**src/rtl/adsr_pkg.sv**
```systemverilog
// Shared types and helpers for the polyphonic ADSR envelope generator.
// State encoding, rate-code increment and sustain-level expansion.
package adsr_pkg;

  typedef enum logic [2:0] {
    IDLE    = 3'd0,
    ATTACK  = 3'd1,
    DECAY   = 3'd2,
    SUSTAIN = 3'd3,
    RELEASE = 3'd4
  } state_t;

  localparam int MAX_WIDTH = 24;

  // Code 0 steps by half of full scale; larger codes halve the step down to 1.
  function automatic logic [31:0] rate_inc(input logic [3:0] code, input int width);
    if (int'(code) <= width - 1) begin
      return 32'd1 << (width - 1 - int'(code));
    end
    return 32'd1;
  endfunction

  function automatic logic [31:0] sustain_level(input logic [3:0] s, input int width);
    logic [31:0] rep;
    rep = {8{s}};
    return rep >> (32 - width);
  endfunction

endpackage

```
**src/rtl/adsr_if.sv**
```systemverilog
// Control and level bus between the key/gate logic, the envelope sequencer and the VCAs.
// Pure wiring; no timing of its own.
interface adsr_if #(
  parameter int VOICES = 4,
  parameter int WIDTH  = 16
);
  logic                      low_clk;
  logic [VOICES-1:0]         gate;
  logic [VOICES-1:0]         retrig;
  logic [4*VOICES-1:0]       a;
  logic [4*VOICES-1:0]       d;
  logic [4*VOICES-1:0]       s;
  logic [4*VOICES-1:0]       r;
  logic [WIDTH*VOICES-1:0]   signal_out;
  logic [VOICES-1:0]         active;
  logic                      busy;
  logic                      overrun;

  modport master (
    output low_clk, gate, retrig, a, d, s, r,
    input  signal_out, active, busy, overrun
  );

  modport slave (
    input  low_clk, gate, retrig, a, d, s, r,
    output signal_out, active, busy, overrun
  );
endinterface

```
**src/rtl/adsr_voice_step.sv**
```systemverilog
// One envelope step for one voice: current state/level plus controls -> next state/level.
// Purely combinational, zero latency; no handshake.
module adsr_voice_step
  import adsr_pkg::*;
#(
  parameter int WIDTH        = 16,
  parameter int RESTART_ZERO = 0
) (
  input  state_t            state_i,
  input  logic [WIDTH-1:0]  level_i,
  input  logic              gate_i,
  input  logic              pending_i,
  input  logic [3:0]        a_i,
  input  logic [3:0]        d_i,
  input  logic [3:0]        s_i,
  input  logic [3:0]        r_i,
  output state_t            next_state_o,
  output logic [WIDTH-1:0]  next_level_o
);

  localparam logic [WIDTH:0] MAX = {1'b0, {WIDTH{1'b1}}};

  logic [WIDTH:0] lvl, inc_a, inc_d, inc_r, sl, sum_a, dec_d, dec_r;

  // One guard bit above the level catches both overflow and underflow.
  assign lvl   = {1'b0, level_i};
  assign inc_a = (WIDTH+1)'(rate_inc(a_i, WIDTH));
  assign inc_d = (WIDTH+1)'(rate_inc(d_i, WIDTH));
  assign inc_r = (WIDTH+1)'(rate_inc(r_i, WIDTH));
  assign sl    = (WIDTH+1)'(sustain_level(s_i, WIDTH));
  assign sum_a = lvl + inc_a;
  assign dec_d = lvl - inc_d;
  assign dec_r = lvl - inc_r;

  always_comb begin
    next_state_o = state_i;
    next_level_o = level_i;
    if (!gate_i && (state_i == ATTACK || state_i == DECAY || state_i == SUSTAIN)) begin
      next_state_o = RELEASE;
    end else if (gate_i && pending_i) begin
      next_state_o = ATTACK;
      if (RESTART_ZERO != 0) next_level_o = '0;
    end else if (gate_i && (state_i == IDLE || state_i == RELEASE)) begin
      next_state_o = ATTACK;
    end else begin
      case (state_i)
        ATTACK: begin
          if (sum_a >= MAX) begin
            next_level_o = {WIDTH{1'b1}};
            next_state_o = DECAY;
          end else begin
            next_level_o = sum_a[WIDTH-1:0];
          end
        end
        DECAY: begin
          if (dec_d[WIDTH] || dec_d <= sl) begin
            next_level_o = sl[WIDTH-1:0];
            next_state_o = SUSTAIN;
          end else begin
            next_level_o = dec_d[WIDTH-1:0];
          end
        end
        SUSTAIN: next_level_o = sl[WIDTH-1:0];
        RELEASE: begin
          if (dec_r[WIDTH] || dec_r == '0) begin
            next_level_o = '0;
            next_state_o = IDLE;
          end else begin
            next_level_o = dec_r[WIDTH-1:0];
          end
        end
        default: begin
          next_level_o = '0;
          next_state_o = IDLE;
        end
      endcase
    end
  end

endmodule

```
**src/rtl/adsr_poly.sv**
```systemverilog
// Polyphonic ADSR: a low_clk rising edge starts a sweep that steps voice v at edge t0+1+v.
// Edges arriving mid-sweep are dropped and latch the sticky overrun flag.
module adsr_poly
  import adsr_pkg::*;
#(
  parameter int VOICES       = 4,
  parameter int WIDTH        = 16,
  parameter int RESTART_ZERO = 0
) (
  input logic   clk,
  input logic   rst,
  adsr_if.slave bus
);

  localparam int               IDX_W    = (VOICES > 1) ? $clog2(VOICES) : 1;
  localparam logic [IDX_W-1:0] LAST_IDX = IDX_W'(VOICES - 1);

  state_t            state_q [VOICES];
  logic [WIDTH-1:0]  level_q [VOICES];
  logic [VOICES-1:0] pending_q, pending_d;
  logic [IDX_W-1:0]  idx_q, idx_d;
  logic              busy_q, busy_d;
  logic              overrun_q, overrun_d;
  logic              low_clk_q;
  logic              tick;
  logic [VOICES-1:0] slot_mask;

  logic [3:0]        a_arr [VOICES];
  logic [3:0]        d_arr [VOICES];
  logic [3:0]        s_arr [VOICES];
  logic [3:0]        r_arr [VOICES];

  state_t            step_state_d;
  logic [WIDTH-1:0]  step_level_d;

  for (genvar v = 0; v < VOICES; v++) begin : g_voice
    assign a_arr[v] = bus.a[4*v +: 4];
    assign d_arr[v] = bus.d[4*v +: 4];
    assign s_arr[v] = bus.s[4*v +: 4];
    assign r_arr[v] = bus.r[4*v +: 4];
    assign bus.signal_out[WIDTH*v +: WIDTH] = level_q[v];
    assign bus.active[v] = (state_q[v] != IDLE);
  end

  assign tick        = bus.low_clk & ~low_clk_q;
  assign bus.busy    = busy_q;
  assign bus.overrun = overrun_q;

  adsr_voice_step #(
    .WIDTH        (WIDTH),
    .RESTART_ZERO (RESTART_ZERO)
  ) u_step (
    .state_i      (state_q[idx_q]),
    .level_i      (level_q[idx_q]),
    .gate_i       (bus.gate[idx_q]),
    .pending_i    (pending_q[idx_q]),
    .a_i          (a_arr[idx_q]),
    .d_i          (d_arr[idx_q]),
    .s_i          (s_arr[idx_q]),
    .r_i          (r_arr[idx_q]),
    .next_state_o (step_state_d),
    .next_level_o (step_level_d)
  );

  always_comb begin
    busy_d    = busy_q;
    idx_d     = idx_q;
    overrun_d = overrun_q;
    slot_mask = '0;
    if (busy_q) begin
      slot_mask[idx_q] = 1'b1;
      if (tick) overrun_d = 1'b1;
      if (idx_q == LAST_IDX) begin
        busy_d = 1'b0;
        idx_d  = '0;
      end else begin
        idx_d = idx_q + IDX_W'(1);
      end
    end else if (tick) begin
      busy_d = 1'b1;
      idx_d  = '0;
    end
    // A retrig landing on its own slot survives to the next sweep.
    pending_d = bus.retrig | (pending_q & ~slot_mask);
  end

  always_ff @(posedge clk or posedge rst) begin
    if (rst) begin
      for (int v = 0; v < VOICES; v++) begin
        state_q[v] <= IDLE;
        level_q[v] <= '0;
      end
      pending_q <= '0;
      idx_q     <= '0;
      busy_q    <= 1'b0;
      overrun_q <= 1'b0;
      low_clk_q <= 1'b0;
    end else begin
      low_clk_q <= bus.low_clk;
      pending_q <= pending_d;
      idx_q     <= idx_d;
      busy_q    <= busy_d;
      overrun_q <= overrun_d;
      if (busy_q) begin
        state_q[idx_q] <= step_state_d;
        level_q[idx_q] <= step_level_d;
      end
    end
  end

endmodule

```
**src/flat_wrapper.sv**
```systemverilog
// flat-port wrapper written by rule: the top's interface ports become plain ports
module adsr_poly_flat import adsr_pkg::*;
#(
  parameter int VOICES       = 4,
  parameter int WIDTH        = 16,
  parameter int RESTART_ZERO = 0
)
  (clk, rst, bus_low_clk, bus_gate, bus_retrig, bus_a, bus_d, bus_s, bus_r, bus_signal_out, bus_active, bus_busy, bus_overrun);
  adsr_if #(.VOICES(VOICES), .WIDTH(WIDTH)) bus_i ();
  input logic clk;
  input logic rst;
  input wire logic [$bits(bus_i.low_clk)-1:0] bus_low_clk;
  input wire logic [$bits(bus_i.gate)-1:0] bus_gate;
  input wire logic [$bits(bus_i.retrig)-1:0] bus_retrig;
  input wire logic [$bits(bus_i.a)-1:0] bus_a;
  input wire logic [$bits(bus_i.d)-1:0] bus_d;
  input wire logic [$bits(bus_i.s)-1:0] bus_s;
  input wire logic [$bits(bus_i.r)-1:0] bus_r;
  output wire logic [$bits(bus_i.signal_out)-1:0] bus_signal_out;
  output wire logic [$bits(bus_i.active)-1:0] bus_active;
  output wire logic [$bits(bus_i.busy)-1:0] bus_busy;
  output wire logic [$bits(bus_i.overrun)-1:0] bus_overrun;
  assign bus_i.low_clk = bus_low_clk;
  assign bus_i.gate = bus_gate;
  assign bus_i.retrig = bus_retrig;
  assign bus_i.a = bus_a;
  assign bus_i.d = bus_d;
  assign bus_i.s = bus_s;
  assign bus_i.r = bus_r;
  assign bus_signal_out = bus_i.signal_out;
  assign bus_active = bus_i.active;
  assign bus_busy = bus_i.busy;
  assign bus_overrun = bus_i.overrun;
  adsr_poly #(.VOICES(VOICES), .WIDTH(WIDTH), .RESTART_ZERO(RESTART_ZERO)) u_core (.clk(clk), .rst(rst), .bus(bus_i));
endmodule
```
**config.mk**
```make
export PLATFORM = sky130hd
export DESIGN_NAME = adsr_poly_flat
export DESIGN_NICKNAME = d
export VERILOG_FILES = /design/src/rtl/adsr_pkg.sv /design/src/rtl/adsr_if.sv /design/src/rtl/adsr_voice_step.sv /design/src/rtl/adsr_poly.sv /design/src/flat_wrapper.sv
export SDC_FILE = /design/constraint.sdc
export NUM_CORES = 1
export LEC_CHECK = 0
export CAP_MARGIN = 0
export CORE_ASPECT_RATIO = 1.25
export CORE_MARGIN = 3
export CORE_UTILIZATION = 40
export CTS_CLUSTER_DIAMETER = 200
export DETAILED_ROUTE_END_ITERATION = 8
export GPL_TIMING_DRIVEN = 0
export PLACE_DENSITY = 0.62
export SYNTH_ARGS = -nofsm -noshare
export SYNTH_HDL_FRONTEND = slang
export SYNTH_SLANG_ARGS = --single-unit
```
**constraint.sdc**
```tcl
create_clock -name clk -period 16.3 [get_ports clk]
set_clock_uncertainty 0.15 [all_clocks]
set_input_delay 4.89 -clock clk [delete_from_list [all_inputs] [get_ports clk]]
set_output_delay 4.89 -clock clk [all_outputs]
set_load 0.05 [all_outputs]
```
==> summary.txt <==
DR WL/cell: 21.28 µm
input/output buffers: 144
vias in the first global route: 7434
vias: 7561
final number of hold-violating endpoints: 0
Die X: 132.6 µm
first-pass GRT wire length: 42380 µm
Placed Cells: 1291
register bit total from synthesis: 85
final net count: 1183
Synth Warn #: 0
post-DP HPWL: 22430 µm
clock sink count: 85
slowest CP cell: mux4_2
Post-Syn Nets: 1027
startpoint types: primary input
# rows: 57
post-synthesis area per instance: 9.091 µm²
hold endpoint: u_core.pending_q[0]$_DFF_PP0_
layout cells sized above 1: 10.94%
Slew Viols, Final: 0
final setup vio count: 0
crit-path max FO: 5
Post-CTS Resized: 0
area delta synth->final: 26.45%
most frequent CP cell: a21oi_1
Root Driver: clkbuf_16
area of placed instances: 9812 µm²
post-route insts no fill: 1307
clock-pin transition on the worst setup and hold timing paths: 70 ps
min cycle time layout: 10880 ps
I/O pins: 145
pin count of the biggest net entering global routing: 61
CTS tree: yes
async set-reset flop share out of synthesis: 100.0%
crit path cell chain: clkdlybuf4s50_1, mux4_2, nor2b_1, nand2_1, fa_1, a21oi_1, o221ai_2, o31ai_4, a31oi_1, a21oi_1, xnor2_1, ha_1, a21oi_1, nor2b_1, a2111oi_0, o211ai_1, o311a_1, o21ai_0, nand2_1, a31oi_1, mux2_2
Core Util, Final: 51.82%
Die Area: 21770 µm²
Post-synth EDFFs: 0
DR DRC count: 0
Max-Slew Margin vs Limit: 25.18%
Critical Path End Type: flop
kind of critical path: in -> reg
total grt overflow: 0
Iteration-0 DRC Markers: 613
FMAX: 91.93 MHz
postcts setup bufs: 0
Yosys cell types: 76
fin crit share: 66.74%
core area: 19540 µm²
Clock Tree Buf Depth: 2
final WL: 27820 µm
Antenna Violating Nets Remaining: 0
vias per cell: 5.785
RSZ-0062 raised after global routing: false
Initial Utilization: 40.98%
reg2reg end: u_core.bus.signal_out[5]$_DFFE_PP0P_
hold path start: u_core.pending_q[0]$_DFF_PP0_
crit path DAT: 11010 ps
synthesized cell area: 8009 µm²
total track usage: 25.15%
Placer Congestion: 0.9628
Worst R2R Path Depth: 26
H-tree levels: 3
worst skew pair latency: 340 ps
WP data required: 16430 ps
Pre-antenna DRT Iters: 5
crit-path max cell delay: 500 ps
Seq/Total Area, Yosys: 26.56%
antenna violations before repair: 0
status: finished, final reports clean
max-cap violation count: 0
Least-Margin Pin Slew: 1120 ps
Worst R2R Start: u_core.idx_q[1]$_DFFE_PP0P_
hold buffer count at CTS: 0
hold crit path type: reg -> reg
total CTS buffers: 9
Mapped Cells: 881
setup TNS: 0 ps
Die Span Y: 164.2 µm
Finished Cell Area: 10130 µm²
Reg2Reg Setup Slack: 7780 ps
antenna cell count: 0
hold path cells: 1
dominant synthesized flop cell: dfrtp_1
cells by family after synthesis:
logic type | after synthesis | synth area share [%]
adder cells (fa/ha/maj) | 71 | 11.37
AO/OA/AOI/OAI | 254 | 22.23
buffers and inverters | 59 | 2.984
AND/OR/NAND/NOR | 310 | 18.42
XOR/XNOR | 34 | 3.718
flip-flops | 85 | 26.56
multiplexers | 68 | 14.72
Yosys cell counts (all sizes together), types with 4 or more instances:
master / number / area share (%)
mux2: 28 / 3.9
a211oi: 7 / 0.78
clkbuf: 14 / 0.66
a221oi: 5 / 0.77
dfrtp: 85 / 27
and2: 19 / 1.5
mux4: 37 / 10
o211ai: 7 / 0.72
xnor2: 18 / 2.0
o21ai: 42 / 2.6
a21oi: 71 / 4.4
o31ai: 12 / 1.5
nor3: 12 / 0.75
a31oi: 7 / 0.55
a22oi: 8 / 0.75
nand3: 10 / 0.62
inv: 28 / 1.3
or2: 6 / 0.47
a21o: 19 / 1.8
nand4: 4 / 0.31
a41oi: 4 / 0.44
buf: 17 / 1.0
ha: 68 / 11
a22o: 16 / 1.7
or3: 9 / 0.70
xor2: 16 / 1.7
o21a: 14 / 1.3
nor2b: 20 / 1.6
a2111oi: 4 / 0.52
nand3b: 5 / 0.47
nor4: 7 / 0.70
nor2: 93 / 4.4
o2111ai: 5 / 0.55
o22a: 4 / 0.44
nand2b: 10 / 0.78
o221ai: 5 / 0.62
nand2: 101 / 4.7
state kept, by name, indices dropped and copies added, names as in the netlist:
name and count:
u_core.pending_q 4, u_core.idx_q 2, u_core.bus.signal_out 64, u_core.bus.overrun 1
u_core.low_clk_q 1, u_core.bus.busy 1, u_core.state_q 12
routing by layer:
metal,track usage (%),share of wire (%)
met2,44.08,50
met4,10.40,4.1
met1,31.45,42
met3,3.094,4.5
met5,0,0
critical path, delay by kind of cell:
family          cells  cell delay [ps]
fa+ha+maj           2              770
mux                 2              770
simple gates        4              770
compound gates     11             3220
buf+inv             1              390
xor+xnor            1              190
placed cells by master, fill, tap and decap left out, types with 11 or more instances in the layout:
cell	count
clkdlybuf4s50_1	144
nand2_1	101
nor2_1	93
dfrtp_1	85
a21oi_1	71
ha_1	68
o21ai_0	39
mux4_2	37
mux2_2	28
inv_1	26
nor2b_1	20
a21o_1	19
and2_1	19
xnor2_1	18
xor2_1	16
a22o_1	16
clkbuf_1	14
o21a_1	14
nor3_1	12
buf_2	11
per-stage QoR:
step	hold slack [ps]	setup WS, ps
2_1_floorplan	293.7	6513
3_3_place_gp	304.6	5173
3_5_place_dp	313.6	5138
4_1_cts	330.3	5490
5_1_grt	336.1	4956
6_report	329.4	5422
worst max-delay path by stage:
stage	start	to	slack (ps)	depth (start not counted)
CTS	bus_d[12]	u_core.bus.signal_out[5]$_DFFE_PP0P_	5490	21
global placement	bus_d[12]	u_core.bus.signal_out[53]$_DFFE_PP0P_	5170	21
floorplan	bus_d[12]	u_core.bus.signal_out[23]$_DFFE_PP0P_	6510	21
global route	bus_d[12]	u_core.bus.signal_out[34]$_DFFE_PP0P_	4960	22
finish	bus_d[12]	u_core.bus.signal_out[5]$_DFFE_PP0P_	5420	21
detailed placement	bus_d[12]	u_core.bus.signal_out[5]$_DFFE_PP0P_	5140	21
area by class of cell:
class	count	area, µm²
multi-input combinational	737	5643
sequential	85	2127
clock inverter	6	76.32
inverter	28	107.6
tap	265	331.6
fill	1907	9414
clock buffer	10	239.0
buffer	31	133.9
timing repair buffer	145	1469
Power is not shown: default switching activity piles up to over one toggle a cycle in this logic, so the estimate is an artifact.
